==> config.mk <==
export PLATFORM = sky130hd
export DESIGN_NAME = multicycle_control
export DESIGN_NICKNAME = d
export VERILOG_FILES = /design/src/rtl/multicycle_control.sv
export SDC_FILE = /design/constraint.sdc
export NUM_CORES = 1
export LEC_CHECK = 0
export BUFFER_PORTS_ARGS = -buffer_cell sky130_fd_sc_hd__buf_2
export CAP_MARGIN = 15
export CORE_MARGIN = 5
export CORE_UTILIZATION = 40
export DETAILED_ROUTE_END_ITERATION = 8
export PLACE_DENSITY = 0.67
export SLEW_MARGIN = 20
export SYNTH_ARGS = -nofsm -noshare
export SYNTH_HDL_FRONTEND = slang
export SYNTH_SLANG_ARGS = --single-unit
==> constraint.sdc <==
create_clock -name clk -period 7.25 [get_ports clk]
set_input_delay 0.725 -clock clk [delete_from_list [all_inputs] [get_ports clk]]
set_output_delay 0.725 -clock clk [all_outputs]
set_load 0.01 [all_outputs]
==> src/rtl/multicycle_control.sv <==
// Multicycle FSM controller for a small LEGv8-style datapath.
// Strobes are decoded from the current state and the instruction class latched in DECODE.
module multicycle_control (
    input  logic        clk,
    input  logic        rst,
    input  logic [31:0] instruction,
    input  logic        zero,
    input  logic        mem_ready,
    output logic        ir_write,
    output logic        pc_write,
    output logic [1:0]  pc_src,
    output logic        mem_read,
    output logic        mem_write,
    output logic        reg_write,
    output logic        mem_to_reg,
    output logic        alu_src_imm,
    output logic        reg2_loc,
    output logic [1:0]  alu_op,
    output logic [3:0]  state,
    output logic        illegal,
    output logic [31:0] instret
);

    typedef enum logic [3:0] {
        ST_FETCH    = 4'd0,
        ST_DECODE   = 4'd1,
        ST_EXEC_R   = 4'd2,
        ST_WB_R     = 4'd3,
        ST_MEM_ADDR = 4'd4,
        ST_MEM_RD   = 4'd5,
        ST_WB_MEM   = 4'd6,
        ST_MEM_WR   = 4'd7,
        ST_BRANCH   = 4'd8,
        ST_HALT     = 4'd9
    } state_t;

    typedef enum logic [2:0] {
        CL_NONE    = 3'd0,
        CL_RTYPE   = 3'd1,
        CL_LDUR    = 3'd2,
        CL_STUR    = 3'd3,
        CL_CBZ     = 3'd4,
        CL_B       = 3'd5,
        CL_ILLEGAL = 3'd6
    } class_t;

    localparam logic [10:0] OP_LDUR = 11'd1986;
    localparam logic [10:0] OP_STUR = 11'd1984;
    localparam logic [10:0] OP_ADD  = 11'd1112;
    localparam logic [10:0] OP_SUB  = 11'd1624;
    localparam logic [10:0] OP_AND  = 11'd1104;
    localparam logic [10:0] OP_ORR  = 11'd1360;
    localparam logic [7:0]  OP_CBZ  = 8'd180;
    localparam logic [5:0]  OP_B    = 6'd5;

    localparam logic [1:0] PC_PLUS4  = 2'd0;
    localparam logic [1:0] PC_CBZ    = 2'd1;
    localparam logic [1:0] PC_B      = 2'd2;
    localparam logic [1:0] ALU_ADD   = 2'd0;
    localparam logic [1:0] ALU_PASSB = 2'd1;
    localparam logic [1:0] ALU_RTYPE = 2'd2;

    state_t      state_q;
    class_t      class_q;
    class_t      class_d;
    logic        illegal_q;
    logic [31:0] instret_q;
    logic        retire;

    // Operand fields are consumed by the datapath, not by the controller.
    logic unused_operand_bits;
    assign unused_operand_bits = ^instruction[20:0];

    // Opcode decode; CBZ and B are tested before the 11-bit opcodes.
    always_comb begin
        class_d = CL_ILLEGAL;
        if (instruction[31:24] == OP_CBZ) begin
            class_d = CL_CBZ;
        end else if (instruction[31:26] == OP_B) begin
            class_d = CL_B;
        end else begin
            case (instruction[31:21])
                OP_ADD, OP_SUB, OP_AND, OP_ORR: class_d = CL_RTYPE;
                OP_LDUR:                        class_d = CL_LDUR;
                OP_STUR:                        class_d = CL_STUR;
                default:                        class_d = CL_ILLEGAL;
            endcase
        end
    end

    always_comb begin
        retire = 1'b0;
        case (state_q)
            ST_WB_R, ST_WB_MEM, ST_BRANCH: retire = 1'b1;
            ST_MEM_WR:                     retire = mem_ready;
            default:                       retire = 1'b0;
        endcase
    end

    always_ff @(posedge clk) begin
        if (rst) begin
            state_q   <= ST_FETCH;
            class_q   <= CL_NONE;
            illegal_q <= 1'b0;
            instret_q <= 32'd0;
        end else begin
            if (retire) begin
                instret_q <= instret_q + 32'd1;
            end
            case (state_q)
                ST_FETCH: begin
                    if (mem_ready) state_q <= ST_DECODE;
                end
                ST_DECODE: begin
                    class_q <= class_d;
                    case (class_d)
                        CL_RTYPE:        state_q <= ST_EXEC_R;
                        CL_LDUR, CL_STUR: state_q <= ST_MEM_ADDR;
                        CL_CBZ, CL_B:    state_q <= ST_BRANCH;
                        default: begin
                            state_q   <= ST_HALT;
                            illegal_q <= 1'b1;
                        end
                    endcase
                end
                ST_EXEC_R:   state_q <= ST_WB_R;
                ST_WB_R:     state_q <= ST_FETCH;
                ST_MEM_ADDR: state_q <= (class_q == CL_LDUR) ? ST_MEM_RD : ST_MEM_WR;
                ST_MEM_RD: begin
                    if (mem_ready) state_q <= ST_WB_MEM;
                end
                ST_WB_MEM:   state_q <= ST_FETCH;
                ST_MEM_WR: begin
                    if (mem_ready) state_q <= ST_FETCH;
                end
                ST_BRANCH:   state_q <= ST_FETCH;
                ST_HALT:     state_q <= ST_HALT;
                default:     state_q <= ST_FETCH;
            endcase
        end
    end

    // Strobes are forced low while reset is held so an aborted access never completes.
    always_comb begin
        ir_write    = 1'b0;
        pc_write    = 1'b0;
        pc_src      = PC_PLUS4;
        mem_read    = 1'b0;
        mem_write   = 1'b0;
        reg_write   = 1'b0;
        mem_to_reg  = 1'b0;
        alu_src_imm = 1'b0;
        reg2_loc    = 1'b0;
        alu_op      = ALU_ADD;
        if (!rst) begin
            case (state_q)
                ST_FETCH: begin
                    mem_read = 1'b1;
                    if (mem_ready) begin
                        ir_write = 1'b1;
                        pc_write = 1'b1;
                    end
                end
                ST_EXEC_R: alu_op = ALU_RTYPE;
                ST_WB_R:   reg_write = 1'b1;
                ST_MEM_ADDR: begin
                    alu_op      = ALU_ADD;
                    alu_src_imm = 1'b1;
                end
                ST_MEM_RD: mem_read = 1'b1;
                ST_WB_MEM: begin
                    reg_write  = 1'b1;
                    mem_to_reg = 1'b1;
                end
                ST_MEM_WR: begin
                    mem_write = 1'b1;
                    reg2_loc  = 1'b1;
                end
                ST_BRANCH: begin
                    if (class_q == CL_CBZ) begin
                        alu_op   = ALU_PASSB;
                        reg2_loc = 1'b1;
                        pc_src   = PC_CBZ;
                        pc_write = zero;
                    end else if (class_q == CL_B) begin
                        pc_src   = PC_B;
                        pc_write = 1'b1;
                    end
                end
                default: ;
            endcase
        end
    end

    assign state   = state_q;
    assign illegal = illegal_q;
    assign instret = instret_q;

    a_mem_exclusive : assert property (@(posedge clk) !(mem_read && mem_write));
    a_halt_quiet    : assert property (@(posedge clk)
                          (state_q == ST_HALT) |-> !(reg_write || pc_write || mem_write || mem_read));

endmodule

==> results of run 1 <==
## registers in the layout, indices dropped and copies added, names as in the netlist
register	flops
instret	32
state	4
illegal	1
class_q	3
## Yosys cell counts, types with 2 or more instances
cell      instances
nand2b_1          6
mux2i_1           2
xnor2_1          23
or3_1             4
nor4bb_1          2
xor2_1            5
nor3_1           10
nand3_1          13
a21oi_1          11
nor2_1           47
or4b_1            2
or4_1             3
nor4_1           15
nand2_1          16
o21ai_0           5
and3_1            3
nor2b_1           4
a211oi_1          2
nor4b_1           5
or4_4             2
dfxtp_1          40
o31ai_1           3
inv_1             9
nand4_1           5
and2_1            3
clkbuf_1         15
## metal layers
| layer | track usage (%) | up-vias | share of wire (%) |
|---|---|---|---|
| met4 | 3.22 | 0 | 0.58 |
| met2 | 24.7 | 48 | 47 |
| met5 | 0 | - | 0 |
| met3 | 3.85 | 2 | 4.1 |
| met1 | 20.4 | 997 | 49 |
| li1 | - | 1081 | - |
## worst register-to-register path: stages (launching register included)
cell and delay (ns):
dfxtp_1 0.45, nand4_2 0.15, or4_4 0.65, or4_4 0.56, or4b_1 0.53, mux2_1 0.31
## kinds of logic (layout without fill, tap and decap cells)
| kind of cell | after synthesis | after routing | share of synthesized area, % |
|---|---|---|---|
| multiplexers | 4 | 4 | 1.96 |
| AND/OR/NAND/NOR | 146 | 146 | 36.0 |
| flip-flops | 40 | 40 | 36.8 |
| AO/OA/AOI/OAI | 31 | 31 | 9.26 |
| buffers and inverters | 24 | 79 | 4.14 |
| adder cells (fa/ha/maj) | 1 | 1 | 0.575 |
| XOR/XNOR | 28 | 28 | 11.3 |
## metrics by stage
| step | std cells | hold slack [ns] | instance area [um2] |
|---|---|---|---|
| 6_report | 399 | 0.477 | 2600 |
| 5_1_grt | 399 | 0.495 | 2600 |
| 4_1_cts | 399 | 0.479 | 2600 |
| 3_5_place_dp | 392 | 0.468 | 2520 |
| 3_3_place_gp | 392 | 0.458 | 2520 |
| 2_1_floorplan | 274 | 0.441 | 2180 |
## placed cells by master (no fill, tap or decap), types with 3 or more instances in the layout
master    netlist  routed
buf_2           0      63
nor2_1         47      47
dfxtp_1        40      40
xnor2_1        23      23
nand2_1        16      16
nor4_1         15      15
nand3_1        13      13
a21oi_1        11      11
nor3_1         10      10
inv_1           9       9
nand2b_1        6       6
nor4b_1         5       5
xor2_1          5       5
o21ai_0         5       5
nand4_1         5       5
clkbuf_8        0       5
nor2b_1         4       4
or3_1           4       4
and3_1          3       3
o31ai_1         3       3
or4_1           3       3
and2_1          3       3
## worst min path at each step
| stage | startpoint | to | slack [ns] |
|---|---|---|---|
| after floorplan | class_q[2]$_SDFFE_PP0P_ | class_q[2]$_SDFFE_PP0P_ | 0.44 |
| after global placement | class_q[1]$_SDFFE_PP0P_ | class_q[1]$_SDFFE_PP0P_ | 0.46 |
| after detailed placement | class_q[1]$_SDFFE_PP0P_ | class_q[1]$_SDFFE_PP0P_ | 0.47 |
| after CTS | class_q[1]$_SDFFE_PP0P_ | class_q[1]$_SDFFE_PP0P_ | 0.48 |
| after global routing | class_q[1]$_SDFFE_PP0P_ | class_q[1]$_SDFFE_PP0P_ | 0.49 |
| final | class_q[1]$_SDFFE_PP0P_ | class_q[1]$_SDFFE_PP0P_ | 0.48 |
## final cells by class
type / instances / share of cell area [%]
multi-input combinational: 210 / 49.4
timing repair buffer: 63 / 12.1
clock buffer: 5 / 2.64
tap: 70 / 3.36
inverter: 9 / 1.30
sequential: 40 / 30.8
clock inverter: 2 / 0.481
## power by group through the flow
stage / sequential (mW) / combinational, mW / clock (mW)
floorplan: 0.234 / 0.0317 / 0
global placement: 0.237 / 0.0438 / 0
detailed placement: 0.237 / 0.0445 / 0
CTS: 0.232 / 0.0448 / 0.147
global route: 0.233 / 0.0501 / 0.157
finish: 0.232 / 0.0441 / 0.143
==> results_dict.tcl, run 1 <==
set metrics [dict create \
    status "finished, final reports clean" \
    drc_errors 0 \
    holdBufCountCts 0 \
    coreArea_um2 5200 \
    worstPathRequired_ns 6.52 \
    p_leak_nw 1.02 \
    critical_path.top_delay_family "simple AND/OR/NAND/NOR gates" \
    antenna_left 0 \
    final_hold_viol_count 0 \
    synth_flop_cell "dfxtp_1" \
    comb_power_share_pct 10.5 \
    power_density_nw_per_um2 161 \
    seq_area_um2 801 \
    synth_edf_count 0 \
    nets 366 \
    final.setup.tns_ns 0 \
    synth_warnings 0 \
    cts-root-buf "clkbuf_8" \
    cts_sinks 40 \
    pwr-share-clk_pct 34.2 \
    synth_area_leaders "dfxtp_1 (37%), xnor2_1 (9.3%), nor2_1 (8.1%), nor4_1 (4.3%), nand3_1 (3.0%)" \
    period_share_pct 38.2 \
    die_h_um 83.8 \
    cts-resized-gates 0 \
    drtPass1Iterations 4 \
    synth_top_area_share_pct 36.8 \
    rsz0062_at_grt "false" \
    crit_path_cell_trace "buf_2 -> nor4b_1 -> nand3_1 -> o22ai_1 -> buf_2" \
    antenna_found_initial 0 \
    crit_end "reg2_loc" \
    holdPathStages 2 \
    synth_top_area_cell "dfxtp_1" \
    dp_worst_setup_slack_ns 4.38 \
    max_slew_margin_pct 44.2 \
    period_needed_ns 2.77 \
    startpoint_type "primary input" \
    avgSynthCellArea_um2 7.94 \
    die_x_um 83.8 \
    worstSetupPathType "in2out" \
    fmax_mhz 361 \
    wl_per_cell_um 13.3 \
    drv_slew 0 \
    rows 26 \
    io_pins 85 \
    peakVddDrop_mv 0.0810 \
    clk_pin_slew_ns 0.07 \
    grt_usage_pct 15.2 \
    reg2reg_depth 5 \
    fillers 547 \
    drv_cap 0 \
    seq_area_frac_synth_pct 36.8 \
    routed_wl_mm 5.30 \
    dp_hpwl_mm 3.72 \
    area_growth_pct 19.7 \
    swShare_pct 26.7 \
    ys_seq_elements 40 \
    crit_top_cell "buf_2" \
    grt_first_pass_wirelength_mm 9.16 \
    gp_congestion 0.766 \
    worst_pin_slew_ns 0.837 \
    cp.depth 5 \
    synth_cell_type_count 45 \
    critPathLaunch "rst" \
    clock_path_buffers 2 \
    p_switching_mw 0.112 \
    async_flop_share_pct 0 \
    syn-num-nets 311 \
    syn_inst 274 \
    vias 2128 \
    worstSetupEndpointType "output port" \
    tritoncts "done" \
    total_power_mw 0.419 \
    p_int_mw 0.307 \
    clock_latency_ns 0.29 \
    grt_max_degree 45 \
    arrival_ns 2.04 \
    regToRegEndpoint "instret[31]$_SDFFE_PP0P_" \
    synth_area_um2 2180 \
    dieArea_um2 7010 \
    io_buffer_count 63 \
    slowest_delay_ns 0.37 \
    utilization_pct 50.0 \
    layout_setup_ws_ns 4.48 \
    layout-drive-gt1-share_pct 23.4 \
    htree_levels 2 \
    path_buf_inv 2 \
    setup_viol 0 \
    r2r_start "instret[3]$_SDFFE_PP0P_" \
    start_util_pct 41.8 \
    crit_path_top_delay_cell "nor4b_1" \
    n_antenna_cell 0 \
    hold_class "reg2reg" \
    cts_buffers 5 \
    vias_per_cell 5.33 \
    clock_skew_ns 0.00904 \
    drt-initial-drc-count 144 \
    path_max_fanout 44 \
    grt_pass1_vias 1972 \
    gr-total-overflow 0 \
    rrSetupSlack_ns 4.49 \
    multi_input_area_um2 1280 \
    cts_setup_buffers 0 \
    pwr-share-seq_pct 55.3 \
]
Note: power is estimated with default switching activity, not from simulation.
==> inputs of run 2 (changes only) <==
Settings changed: PLACE_DENSITY 0.67 to 0.69.
Clock period 7.25 ns to 2.36 ns, I/O delays scaled along.
==> run 2 against run 1 <==
The flow now finishes with violations (setup timing); hold slack worse by 0.18 ns; global-route usage increased by 0.98 points; cell count is 7.5% higher; critical endpoint is now instret[31]$_SDFFE_PP0P_.
==> results_dict.tcl, run 2 (same netlist as run 1, synthesis figures left out) <==
set metrics [dict create \
    path_buf_inv 0 \
    setup_viol 1 \
    grt_first_pass_wirelength_mm 9.65 \
    gp_congestion 0.792 \
    final_hold_viol_count 0 \
    nets 395 \
    tritoncts "done" \
    multi_input_area_um2 1300 \
    worstSetupEndpointType "register" \
    clock_skew_ns 0.0112 \
    max_slew_margin_pct 48.7 \
    drv_cap 0 \
    dpl.cell_count 421 \
    arrival_ns 2.64 \
    drv_slew 0 \
    start_util_pct 41.8 \
    mostFrequentLayoutCell "buf_2" \
    rsz0062_at_grt "true" \
    crit_path_top_delay_cell "or4_4" \
    violations "setup timing" \
    wl_per_cell_um 12.6 \
    clock_path_buffers 2 \
    grt_max_degree 26 \
    coreArea_um2 5200 \
    vias_per_cell 5.17 \
    n_antenna_cell 0 \
    cts_sinks 40 \
    grt_pass1_vias 2126 \
    total_power_mw 1.44 \
    cts-root-buf "clkbuf_8" \
    htree_levels 2 \
    area_growth_pct 32.9 \
    fillers 500 \
    grtUsageMet3_pct 4.24 \
    grt_usage_pct 16.2 \
    utilization_pct 55.6 \
    placed_cell_area_um2 2760 \
    drt-initial-drc-count 115 \
    gr-usage-met1_pct 22.0 \
    vias 2218 \
    peakVddDrop_mv 0.483 \
    critical_path.top_delay_family "simple AND/OR/NAND/NOR gates" \
    largest_register_ffs 32 \
    crit_path_cell_trace "nand4_4 -> or4_4 -> or4_4 -> or4b_4 -> mux2_4" \
    worst_pin_slew_ns 0.763 \
    startpoint_type "register" \
    grt.met2_usage_pct 25.3 \
    hold_class "in2reg" \
    worstSetupPathType "reg2reg" \
    layout_setup_ws_ns -0.0879 \
    mostFrequentLayoutCells "buf_2 (63), nor2_1 (47), dfxtp_1 (36), buf_4 (29), xnor2_1 (23)" \
    io_buffer_count 63 \
    dp_worst_setup_slack_ns -0.102 \
    seq_area_um2 816 \
    die_h_um 83.8 \
    path_max_fanout 3 \
    layout-drive-gt1-share_pct 31.5 \
    stdcell_count 429 \
    clock_latency_ns 0.30 \
    gr-total-overflow 0 \
    worstPathRequired_ns 2.55 \
    rows 26 \
    fmax_mhz 409 \
    dieArea_um2 7010 \
    dp_hpwl_mm 3.98 \
    routed_wl_mm 5.42 \
    busiest_layer "met2" \
    period_needed_ns 2.45 \
    power_density_nw_per_um2 500 \
    p_leak_nw 1.21 \
    die_x_um 83.8 \
    antenna_found_initial 0 \
    status "complete, but fails checks" \
    crit_top_cell "or4_4" \
    fin_area_um2 2890 \
    drc_errors 0 \
    drtPass1Iterations 4 \
    final.setup.tns_ns -0.0879 \
    antenna_left 0 \
    timing.hold.ws_ns 0.294 \
    clk_pin_slew_ns 0.08 \
    cts_buffers 5 \
    io_pins 85 \
    slowest_delay_ns 0.53 \
    period_share_pct 104 \
]
[run 2: cell count changes in the layout (fill, tap and decap cells not counted), sizes merged]
| cell | previous run | this run |
|---|---|---|
| buf | 63 | 92 |
| bufinv | 0 | 1 |
| clkbuf | 5 | 6 |
| clkinvlp | 1 | 0 |
[run 2: path summary, 6_finish.rpt]
kind / from / end / slack [ns] / cells after the start
setup / recovery: instret[6]$_SDFFE_PP0P_ / instret[31]$_SDFFE_PP0P_ / -0.09 / 5
hold / removal: instruction[22] / state[1]$_SDFFE_PP0P_ / 0.29 / 4
setup reg to reg: instret[6]$_SDFFE_PP0P_ / instret[31]$_SDFFE_PP0P_ / -0.09 / 5
hold reg to reg: illegal$_SDFFE_PP0P_ / illegal$_SDFFE_PP0P_ / 0.46 / 2
[run 2: final cells by class]
class	count	area share (%)
multi-input cells	210	45.0
flip-flops and latches	40	28.2
repair buffers	92	18.4
well taps	70	3.03
clock buffers	6	2.85
clock inverters	2	1.34
inverters	9	1.17
[run 2: power breakdown]
part | leakage [nW] | total [mW] | internal [mW] | switching, mW
Combinational | 0.818 | 0.159 | 0.0635 | 0.0956
Sequential | 0.327 | 0.695 | 0.684 | 0.0112
Clock | 0.0614 | 0.591 | 0.346 | 0.245
[run 2: worst register-to-register path, cell delays in order, from the launching register on]
cell     delay (ns)
dfxtp_4        0.36
nand4_4        0.10
or4_4          0.53
or4_4          0.53
or4b_4         0.50
mux2_4         0.31
[run 2: timing repair]
| action | in CTS | in global routing |
|---|---|---|
| setup endpoints to repair | 1 | 1 |
| buffers inserted | 0 | 0 |
| pin swaps | 1 | 0 |
| hold buffers | 0 | 0 |
| hold endpoints to repair | 0 | 0 |
| resized for setup | 2 | 0 |
[run 2: layer usage]
| metal | vias up | wire length (um) |
|---|---|---|
| li1 | 1136 | - |
| met1 | 1016 | 2540 |
| met2 | 61 | 2480 |
| met3 | 5 | 345 |
| met4 | 0 | 57 |
| met5 | - | 0 |
